[src/rtl/dm_arb_pkg.sv]
// Shared types and default sizes for the data-memory arbiter.
package dm_arb_pkg;

    localparam int ADDR_W_DEF    = 16;
    localparam int DATA_W_DEF    = 16;
    localparam int MAX_BURST_DEF = 4;
    // Wide enough for a beat index up to 15 (MAX_BURST of 16).
    localparam int CNT_W         = 4;

    typedef enum logic [1:0] {
        IDLE = 2'd0,
        OWN0 = 2'd1,
        OWN1 = 2'd2
    } arb_state_e;

endpackage

[src/rtl/dm_arbiter_rr_pick2.sv]
// Two-way round-robin pick: on a tie the requester that did not own last wins.
module rr_pick2 (
    input  logic req0,
    input  logic req1,
    input  logic last,
    output logic winner
);

    assign winner = req1 & (~req0 | ~last);

endmodule

[src/rtl/dm_arbiter.sv]
// Arbitrates the processor (0) and network interface (1) onto one data-memory port,
// with round-robin selection and bounded locked bursts.
module dm_arbiter
    import dm_arb_pkg::*;
#(
    parameter int ADDR_W    = ADDR_W_DEF,
    parameter int DATA_W    = DATA_W_DEF,
    parameter int MAX_BURST = MAX_BURST_DEF
) (
    input  logic              clk,
    input  logic              rst,
    input  logic              req0,
    input  logic              req1,
    input  logic              lock0,
    input  logic              lock1,
    input  logic              we0,
    input  logic              we1,
    input  logic [ADDR_W-1:0] addr0,
    input  logic [ADDR_W-1:0] addr1,
    input  logic [DATA_W-1:0] wdata0,
    input  logic [DATA_W-1:0] wdata1,
    output logic              gnt0,
    output logic              gnt1,
    output logic [DATA_W-1:0] rdata0,
    output logic [DATA_W-1:0] rdata1,
    output logic              rvalid0,
    output logic              rvalid1,
    output logic              mem_we,
    output logic [ADDR_W-1:0] mem_addr,
    output logic [DATA_W-1:0] mem_wdata,
    input  logic [DATA_W-1:0] mem_rdata
);

    localparam logic [CNT_W-1:0] CNT_LIM = CNT_W'(MAX_BURST - 1);

    arb_state_e       state, state_nxt;
    logic             last_owner, last_owner_nxt;
    logic [CNT_W-1:0] cnt, cnt_nxt;
    logic             winner;
    logic             beat0, beat1;

    logic [DATA_W-1:0] rd0_p1, rd1_p1;
    logic              rvld0_p1, rvld1_p1;

    rr_pick2 u_pick (
        .req0   (req0),
        .req1   (req1),
        .last   (last_owner),
        .winner (winner)
    );

    assign gnt0  = (state == OWN0);
    assign gnt1  = (state == OWN1);
    assign beat0 = gnt0 & req0;
    assign beat1 = gnt1 & req1;

    always_ff @(posedge clk or negedge rst) begin
        if (!rst) begin
            state      <= IDLE;
            last_owner <= 1'b1;
            cnt        <= '0;
        end else begin
            state      <= state_nxt;
            last_owner <= last_owner_nxt;
            cnt        <= cnt_nxt;
        end
    end

    // An owner keeps the port while locked and under the limit; otherwise the other side
    // takes over directly, or an unlocked owner is re-granted if nobody else wants it.
    always_comb begin
        state_nxt      = state;
        last_owner_nxt = last_owner;
        cnt_nxt        = cnt;
        case (state)
            IDLE: begin
                if (req0 || req1) begin
                    state_nxt = winner ? OWN1 : OWN0;
                    cnt_nxt   = '0;
                end
            end
            OWN0: begin
                if (req0 && lock0 && (cnt < CNT_LIM)) begin
                    cnt_nxt = cnt + 1'b1;
                end else begin
                    cnt_nxt = '0;
                    if (req1) begin
                        state_nxt      = OWN1;
                        last_owner_nxt = 1'b0;
                    end else if (!(req0 && !lock0)) begin
                        state_nxt      = IDLE;
                        last_owner_nxt = 1'b0;
                    end
                end
            end
            OWN1: begin
                if (req1 && lock1 && (cnt < CNT_LIM)) begin
                    cnt_nxt = cnt + 1'b1;
                end else begin
                    cnt_nxt = '0;
                    if (req0) begin
                        state_nxt      = OWN0;
                        last_owner_nxt = 1'b1;
                    end else if (!(req1 && !lock1)) begin
                        state_nxt      = IDLE;
                        last_owner_nxt = 1'b1;
                    end
                end
            end
            default: begin
                state_nxt = IDLE;
                cnt_nxt   = '0;
            end
        endcase
    end

    always_comb begin
        mem_we    = 1'b0;
        mem_addr  = '0;
        mem_wdata = '0;
        if (beat0) begin
            mem_we    = we0;
            mem_addr  = addr0;
            mem_wdata = wdata0;
        end else if (beat1) begin
            mem_we    = we1;
            mem_addr  = addr1;
            mem_wdata = wdata1;
        end
    end

    // ---- stage p1: read data captured at the end of a read beat ----
    always_ff @(posedge clk or negedge rst) begin
        if (!rst) begin
            rvld0_p1 <= 1'b0;
            rvld1_p1 <= 1'b0;
            rd0_p1   <= '0;
            rd1_p1   <= '0;
        end else begin
            rvld0_p1 <= beat0 & ~we0;
            rvld1_p1 <= beat1 & ~we1;
            if (beat0 && !we0) rd0_p1 <= mem_rdata;
            if (beat1 && !we1) rd1_p1 <= mem_rdata;
        end
    end

    assign rvalid0 = rvld0_p1;
    assign rvalid1 = rvld1_p1;
    assign rdata0  = rd0_p1;
    assign rdata1  = rd1_p1;

endmodule

[config.mk]
export PLATFORM = sky130hd
export DESIGN_NAME = dm_arbiter
export DESIGN_NICKNAME = d
export VERILOG_FILES = /design/src/rtl/dm_arb_pkg.sv /design/src/rtl/dm_arbiter_rr_pick2.sv /design/src/rtl/dm_arbiter.sv
export SDC_FILE = /design/constraint.sdc
export NUM_CORES = 1
export LEC_CHECK = 0
export CAP_MARGIN = 25
export CORE_UTILIZATION = 36
export CTS_CLUSTER_DIAMETER = 40
export DETAILED_ROUTE_END_ITERATION = 10
export MAX_ROUTING_LAYER = met4
export PLACE_DENSITY = 0.86
export REMOVE_ABC_BUFFERS = 1
export SLEW_MARGIN = 25
export SYNTH_ARGS = -nofsm -noshare
export SYNTH_HDL_FRONTEND = slang
export SYNTH_SLANG_ARGS = --single-unit
export TNS_END_PERCENT = 50
[constraint.sdc]
create_clock -name clk -period 3.3 [get_ports clk]
set_input_delay 0.33 -clock clk [delete_from_list [all_inputs] [get_ports clk]]
set_output_delay 0.33 -clock clk [all_outputs]
set_load 0.02 [all_outputs]
==> results.cfg, run 1 <==
[setup_path]
critPathMaxFanout = 33
path_buf_inv = 4
rr_endpoint = rdata1[3]$_DFFE_PN0P_
slowest_delay_ns = 0.56
r2r_start = state[0]$_DFFE_PN0P_
cp.arrival_ns = 2.65
critPathSlowestCell = clkdlybuf4s50_1
cp-end-kind = output pin
critPathLaunchType = flip-flop
crit_family = buffers and inverters
cp.required_ns = 2.97
reg2reg_depth = 7
path_cells = inv_1 > ha_1 > and2_1 > buf_4 > nand2b_1 > inv_2 > a21oi_1 > clkdlybuf4s50_1
criticalPathCategory = flip-flop to output pin
reg2reg_slack_ns = 1.21

[place]
gp_congestion = 0.920
pre_cts_ws_ns = 0.457
post-dp-hpwl_um = 5490
portBuffers = 156

[sta]
setup_tns_ns = 0
hold_slack_ns = 0.154
period_needed_ns = 2.98
maxSlewViolCount = 0
max_clock_freq_mhz = 335
timing.final.ws_setup_ns = 0.318
rsz0062_at_grt = no
slew_headroom_pct = 41.3
clock_skew_ns = 0.00950
hold_violations = 0
period_share_pct = 90.4
tightest_slew_ns = 0.881
final-setup-viol-count = 0

[power]
power_density_nw_per_um2 = 776
power.share.clock_pct = 14.1
comb_power_share_pct = 56.9
p_switching_mw = 1.14
leakagePower_nw = 1.71
switching_share_pct = 38.8
internal_power_mw = 1.80
ir_drop_v = 0.000439
p_seq_share_pct = 29.0

[die]
die_h_um = 77.3
rows = 27
initial_core_util_pct = 37.3
core_um2 = 5470
die_x_um = 77.3
die_area_um2 = 5970
ios = 157

[grt]
grt_max_degree = 42
grt_antenna_before_repair = 0
grt_overflow = 0
grt_pass1_vias = 2275
grt_pass1_wl_um = 11300
grtUsageTotal_pct = 25.1

[cts]
clock_sinks = 41
cts_hold_buf = 0
cts_made_buffers = 5
htree_levels = 2
cts_buffer_depth = 2
clock_latency_ns = 0.29
cts_root_buf = clkbuf_8
cts_tree = yes
cts_resized = 0
cts_setup_buffers = 0
worst_setup_hold_path_clk_slew_ns = 0.07

[run_status]
outcome = finished clean

[cells_and_area]
antennaDiodeCount = 0
layout.nets = 469
multi_input_area_um2 = 942
drive_gt1_share_pct = 5.31
final_common_cell = clkdlybuf4s50_1
seq_area_um2 = 1030
synthToLayoutAreaGrowth_pct = 85.3
fillers = 440
final_cell_mix = 155 x clkdlybuf4s50_1, 101 x nand2_1, 40 x dfrtp_1, 32 x a22o_1, 6 x clkbuf_8

[yosys]
syn_avg_cell_area_um2 = 9.15
synth_seq_cells = 41
ys_warn_count = 0
synth.cell_area_um2 = 2040
yosysSeqAreaShare_pct = 50.3
synth_cell_type_count = 29
syn-instance-count = 223

[detailed_routing]
wire_per_inst_um = 15.9
drtIter0Drc = 72
dr.pass1.iters = 6
postRouteAntennaNets = 0
vias_per_cell = 4.92
vias = 2210
totalWireLength_um = 7120
drcViolationCount = 0

[hold_path]
hold_path_class = primary input to asynchronous set/reset pin

[job]
cap_violations = 0
[logic make-up (layout without fill, tap and decap cells)]
logic type / after synthesis / count (layout) / share of synthesized area, %
muxes: 3 / 3 / 1.78
AOI/OAI and AO/OA: 40 / 40 / 17.4
and+or+nand+nor: 117 / 117 / 23.9
buffers and inverters: 17 / 171 / 3.62
adders and majority gates: 5 / 5 / 3.07
DFF: 41 / 41 / 50.3
[per-layer routing]
layer / up-vias / wire length, um / GRT usage (%)
li1: 1057 / - / -
met1: 1031 / 2750 / 27.1
met2: 102 / 3600 / 44.7
met3: 20 / 541 / 5.60
met4: 0 / 224 / 9.25
met5: - / 0 / -
[cells in the mapped netlist]
| master | count | share of area [%] |
|---|---|---|
| nand2_1 | 101 | 19 |
| dfrtp_1 | 40 | 49 |
| a22o_1 | 32 | 14 |
| buf_2 | 8 | 2.0 |
| clkbuf_1 | 5 | 0.92 |
| ha_1 | 5 | 3.1 |
| a21oi_1 | 3 | 0.74 |
| and2_1 | 3 | 0.92 |
| inv_1 | 2 | 0.37 |
| inv_2 | 2 | 0.37 |
| nand3_1 | 2 | 0.49 |
| nor2_1 | 2 | 0.37 |
| or2_1 | 2 | 0.61 |
| a2111oi_4 | 1 | 1.3 |
| a21o_1 | 1 | 0.37 |
| a32o_1 | 1 | 0.49 |
| and2b_4 | 1 | 0.49 |
| dfstp_2 | 1 | 1.3 |
| mux2_1 | 1 | 0.55 |
| mux2_4 | 1 | 0.74 |
| mux2i_1 | 1 | 0.49 |
| nand2b_1 | 1 | 0.31 |
| nand3_2 | 1 | 0.49 |
| nor2b_1 | 1 | 0.31 |
| nor3_2 | 1 | 0.49 |
| nor3b_1 | 1 | 0.37 |
| o21ai_1 | 1 | 0.25 |
| o32ai_1 | 1 | 0.43 |
| or3b_1 | 1 | 0.43 |
[power by group through the flow]
stage | registers, mW | clock network, mW | logic (mW)
floorplan | 1.09 | 0 | 0.574
global placement | 0.845 | 0 | 1.64
detailed placement | 0.855 | 0 | 1.68
CTS | 0.851 | 0.418 | 1.68
global route | 0.876 | 0.443 | 1.78
finish | 0.850 | 0.413 | 1.67
[through the flow]
stage	utilization (%)	total power [mW]	area, um2	instances
after global routing	69.1	3.10	3780	449
final	69.1	2.93	3780	449
after global placement	67.0	2.49	3670	441
after detailed placement	67.0	2.53	3670	441
after CTS	69.1	2.95	3780	449
after floorplan	-	1.66	1980	210
[state kept, by name (all words and copies together), names as in the netlist]
| register | cells |
|---|---|
| rdata1 | 16 |
| rvalid1 | 1 |
| last_owner | 1 |
| rdata0 | 16 |
| cnt | 4 |
| state | 2 |
| rvalid0 | 1 |
[final cells by class]
type	instances	area share, %
clock buffer	7	2.28
clock inverter	1	0.794
inverter	4	0.397
multi-input combinational	165	24.9
sequential	41	27.2
tap	72	2.38
timing repair buffer	159	42.1
[worst max-delay path by stage]
stage,startpoint,to,cells after the start
final,state[1]$_DFFE_PN0P_,mem_we,8
after global placement,req0,mem_we,7
after global routing,state[1]$_DFFE_PN0P_,mem_we,8
after detailed placement,req0,mem_we,7
after CTS,state[1]$_DFFE_PN0P_,mem_we,8
after floorplan,state[0]$_DFFE_PN0P_,mem_addr[0],4
Power figures use the tool's default switching activity.
==> inputs of run 2 (changes only) <==
--- a/config.mk
+++ b/config.mk
@@ -6,11 +6,13 @@
 export NUM_CORES = 1
 export LEC_CHECK = 0
 export CAP_MARGIN = 25
-export CORE_UTILIZATION = 36
+export CORE_AREA = 2 2 61 63
 export CTS_CLUSTER_DIAMETER = 40
 export DETAILED_ROUTE_END_ITERATION = 10
+export DIE_AREA = 0 0 63 65
+export DONT_BUFFER_PORTS = 1
 export MAX_ROUTING_LAYER = met4
-export PLACE_DENSITY = 0.86
+export PLACE_DENSITY = 0.75
 export REMOVE_ABC_BUFFERS = 1
 export SLEW_MARGIN = 25
 export SYNTH_ARGS = -nofsm -noshare
==> run 2 against run 1 <==
Hold slack worse by 0.087 ns; sequential power rose by 34%; flip-flop and latch count did not move; clock power shrank 21%; cell count down 40%; core utilization is 6.8 points lower; critical endpoint is now mem_wdata[1]; largest cell class is now registers; largest power group is now sequential cells.
==> results.cfg, run 2 (same netlist as run 1, synthesis figures left out) <==
[run_status]
outcome = finished clean

[detailed_routing]
wire_per_inst_um = 21.6
postRouteAntennaNets = 0
dr.pass1.iters = 4
vias = 1613
drtIter0Drc = 66
vias_per_cell = 5.95
drcViolationCount = 0
totalWireLength_um = 5850

[power]
leakagePower_nw = 1.12
power_density_nw_per_um2 = 993
total_power_mw = 2.16
ir_drop_v = 0.000529

[setup_path]
rr_endpoint = rdata1[1]$_DFFE_PN0P_
crit_family = buffers and inverters
slowest_delay_ns = 0.42
reg2reg_slack_ns = 1.17
cp-end-kind = output pin
criticalPathCategory = flip-flop to output pin
critPathLaunchType = flip-flop
reg2reg_depth = 7
path_buf_inv = 2
r2r_start = state[0]$_DFFE_PN0P_
critPathSlowestCell = dfrtp_1
path_cells = inv_1 > ha_1 > and2_1 > buf_4 > a22o_1
cp.arrival_ns = 2.25
critPathMaxFanout = 32
cp.required_ns = 2.97
worst-path-stages = 5

[grt]
grt_overflow = 0
grt_antenna_before_repair = 0
grt_pass1_vias = 1561
grt_pass1_wl_um = 8370
grtUsageTotal_pct = 28.5
grt_max_degree = 42

[cells_and_area]
stdcell_count = 271
antennaDiodeCount = 0
drive_gt1_share_pct = 9.42
fillers = 309
final_util_pct = 62.3
layout.nets = 315
final_common_cell = nand2_1
synthToLayoutAreaGrowth_pct = 6.74
final_cell_mix = 101 x nand2_1, 40 x dfrtp_1, 32 x a22o_1, 5 x ha_1, 5 x clkbuf_4
stdcell_area_um2 = 2180

[hold_path]
hold_depth = 2
hold_path_class = primary input to flip-flop
worstHoldStart = mem_rdata[8]
hold_end = rdata1[8]$_DFFE_PN0P_

[die]
core_um2 = 3500
ios = 157
die_h_um = 65
initial_core_util_pct = 58.4
rows = 22
die_x_um = 63
die_area_um2 = 4100

[sta]
period_needed_ns = 2.58
slew_headroom_pct = 60.4
final-setup-viol-count = 0
clock_skew_ns = 0.0178
maxSlewViolCount = 0
hold_violations = 0
tightest_slew_ns = 0.594
period_share_pct = 78.2
hold_slack_ns = 0.0669
setup_tns_ns = 0
timing.final.ws_setup_ns = 0.718
rsz0062_at_grt = no
max_clock_freq_mhz = 387

[cts]
cts_buffer_depth = 2
htree_levels = 2
clock_sinks = 41
worst_setup_hold_path_clk_slew_ns = 0.13
cts_root_buf = clkbuf_4
cts_tree = yes
cts_made_buffers = 5
clock_latency_ns = 0.35

[place]
gp_congestion = 0.763
place_area_um2 = 2070
pre_cts_ws_ns = 1.13
dp.cells = 261
post-dp-hpwl_um = 4620
portBuffers = 0

[job]
cap_violations = 0
==> run 2: cell count changes in the layout (fill, tap and decap cells not counted) <==
cell             before  now
clkdlybuf4s50_1     155    0
buf_4                 2    3
clkbuf_8              6    0
clkinv_2              0    1
clkbuf_4              0    5
dlygate4sd3_1         0    1
inv_6                 0    1
clkbuf_1              1    0
buf_2                 1    0
==> run 2: per-layer routing <==
layer / GRT usage, % / wire length [um]
met1: 34.2 / 2220
met2: 42.8 / 2710
met3: 15.1 / 835
met4: 6.39 / 72
met5: - / 0
==> run 2: where the power goes <==
part | leakage (nW) | switching (mW) | internal [mW]
registers | 0.519 | 0.420 | 0.719
clock network | 0.0456 | 0.167 | 0.161
logic | 0.555 | 0.450 | 0.246
==> run 2: how the worst max path moves through the flow <==
stage                               startpoint      endpoint
after floorplan           state[0]$_DFFE_PN0P_   mem_addr[0]
after global placement    state[1]$_DFFE_PN0P_  mem_wdata[1]
after detailed placement  state[1]$_DFFE_PN0P_  mem_wdata[1]
after CTS                 state[1]$_DFFE_PN0P_  mem_wdata[1]
after global routing      state[1]$_DFFE_PN0P_  mem_wdata[1]
final                     state[1]$_DFFE_PN0P_  mem_wdata[1]
==> run 2: layout make-up <==
class	count	area (um2)	share of cell area [%]
Multi-Input combinational cell	165	942	43.3
Tap cell	48	60.1	2.76
Timing Repair Buffer	5	52.6	2.41
Clock inverter	3	43.8	2.01
Clock buffer	5	37.5	1.72
Sequential cell	41	1030	47.2
Inverter	4	15.0	0.689
==> run 2: repair_timing <==
| action | in CTS | in global routing |
|---|---|---|
| resized for setup | 0 | 0 |
| buffers inserted | 0 | 0 |
| hold buffers | 2 | 0 |
| endpoints found under the hold margin | 41 | 0 |
==> run 2: worst reg2reg max path: stages, from the launching register on <==
cell and delay [ns]:
dfrtp_1 0.43, inv_1 0.09, ha_1 0.38, nand2_1 0.18, or2_1 0.47, inv_2 0.33, nand2_1 0.12, nand2_1 0.07
==> inputs of run 3 (changes only) <==
==> constraint.sdc (replaced) <==
create_clock -name clk -period 2.69 [get_ports clk]
set_input_delay 0.269 -clock clk [delete_from_list [all_inputs] [get_ports clk]]
set_output_delay 0.269 -clock clk [all_outputs]
set_load 0.02 [all_outputs]
==> run 3 against run 2 <==
Register-to-register slack got worse by 0.58 ns; global-route usage rose by 0.53 points; combinational power rose by 24%; clock-buffer cell count rose by 1; power rose by 18%; critical path depth did not move; sequential power rose by 23%; sequential share of layout area rose by 0.44 points; non-clock buffer count rose by 1; largest power group unchanged.
==> results.cfg, run 3 (same netlist as run 1, synthesis figures left out) <==
[run_status]
outcome = finished clean

[grt]
grt_pass1_vias = 1599
grtUsageTotal_pct = 29.1
grt_pass1_wl_um = 8460
grt_overflow = 0
grt_max_degree = 42
grt_antenna_before_repair = 1

[sta]
clock_skew_ns = 0.00354
setup_tns_ns = 0
timing.final.ws_setup_ns = 0.169
max_clock_freq_mhz = 397
final-setup-viol-count = 0
slew_headroom_pct = 60.7
maxSlewViolCount = 0
tightest_slew_ns = 0.589
hold_violations = 0
period_needed_ns = 2.52
period_share_pct = 93.7
rsz0062_at_grt = no

[hold_path]
hold_depth = 2
hold_path_class = primary input to flip-flop

[die]
ios = 157
initial_core_util_pct = 58.4
rows = 22
die_x_um = 63
core_um2 = 3500
die_area_um2 = 4100
die_h_um = 65

[cells_and_area]
stdcell_count = 273
fillers = 317
drive_gt1_share_pct = 9.38
multi_input_area_um2 = 942
layout.nets = 316
final_common_cell = nand2_1
synthToLayoutAreaGrowth_pct = 5.76
seq_area_um2 = 1030
final_cell_mix = 101 x nand2_1, 40 x dfrtp_1, 32 x a22o_1, 5 x ha_1, 5 x clkbuf_4

[detailed_routing]
wire_per_inst_um = 21.4
drtIter0Drc = 93
totalWireLength_um = 5860
dr.pass1.iters = 4
postRouteAntennaNets = 0
vias_per_cell = 5.99
drcViolationCount = 0
vias = 1636

[setup_path]
path_cells = inv_1 > ha_1 > and2_1 > buf_4 > a22o_1
critPathMaxFanout = 32
cp.arrival_ns = 2.25
critPathSlowestCell = dfrtp_1
critPathLaunchType = flip-flop
cp.required_ns = 2.42
crit_family = buffers and inverters
criticalPathCategory = flip-flop to output pin
slowest_delay_ns = 0.42
path_buf_inv = 2
reg2reg_depth = 7
worst-path-stages = 5
cp-end-kind = output pin

[cts]
cts_tree = yes
cts_buffer_depth = 2
clock_sinks = 41
cts_resized = 0
htree_levels = 2
clock_latency_ns = 0.34
cts_made_buffers = 5
cts_root_buf = clkbuf_4
worst_setup_hold_path_clk_slew_ns = 0.11

[power]
leakagePower_nw = 1.11
power_density_nw_per_um2 = 1180
total_power_mw = 2.55
ir_drop_v = 0.000748

[job]
cap_violations = 0

[place]
portBuffers = 0
dp.cells = 262
gp_congestion = 0.782
pre_cts_ws_ns = 0.558
post-dp-hpwl_um = 4530
-- run 3: cell types whose count changed in the layout (fill, tap and decap cells not counted), sizes merged --
| cell | delta |
|---|---|
| buf | +1 |
| bufinv | -1 |
| clkbuf | +1 |
| clkinv | +1 |
| diode | +1 |
| inv | -1 |
-- run 3: path summary, 6_finish.rpt --
check	slack, ns	start	endpoint
setup / recovery	0.17	state[1]$_DFFE_PN0P_	mem_wdata[1]
hold / removal	0.02	mem_rdata[14]	rdata0[14]$_DFFE_PN0P_
setup reg to reg	0.59	state[0]$_DFFE_PN0P_	rdata1[15]$_DFFE_PN0P_
hold reg to reg	0.53	cnt[0]$_DFFE_PN0P_	cnt[0]$_DFFE_PN0P_
max in group asynchronous	2.05	rst	last_owner$_DFFE_PN1P_
min in group asynchronous	0.39	rst	rdata1[8]$_DFFE_PN0P_
-- run 3: area by class of cell --
class / count / area share [%]
Tap cell: 48 / 2.78
Clock buffer: 6 / 1.91
Inverter: 4 / 0.696
Timing Repair Buffer: 6 / 2.78
Multi-Input combinational cell: 165 / 43.7
Antenna cell: 1 / 0.116
Sequential cell: 41 / 47.6
Clock inverter: 2 / 0.464
-- run 3: through the flow --
| stage | util (%) | hold WS (ns) | cell area, um2 |
|---|---|---|---|
| after floorplan | - | -0.0266 | 1980 |
| after global placement | 59.3 | -0.0259 | 2070 |
| after detailed placement | 59.3 | -0.0260 | 2070 |
| after CTS | 61.7 | 0.0128 | 2160 |
| after global routing | 61.7 | 0.00102 | 2160 |
| final | 61.7 | 0.0230 | 2160 |
-- run 3: where the power goes --
group          leakage, nW  internal, mW  switching [mW]
Clock               0.0320        0.0997           0.189
Combinational        0.560         0.305           0.556
Sequential           0.519         0.882           0.516
Total                 1.11          1.29            1.26
-- run 3: what timing repair did --
item                                    in CTS  in global routing
endpoints found under the hold margin       41                  0
endpoints found under the setup margin       0                  0
setup buffers                                0                  0
hold buffers                                 2                  0
-- run 3: metal layers --
layer	global-route usage, %	vias to the layer above	part of all wire, %
met1	34.9	785	39
li1	-	749	-
met5	-	-	0
met4	6.67	0	1.3
met3	14.9	8	13
met2	43.9	94	47
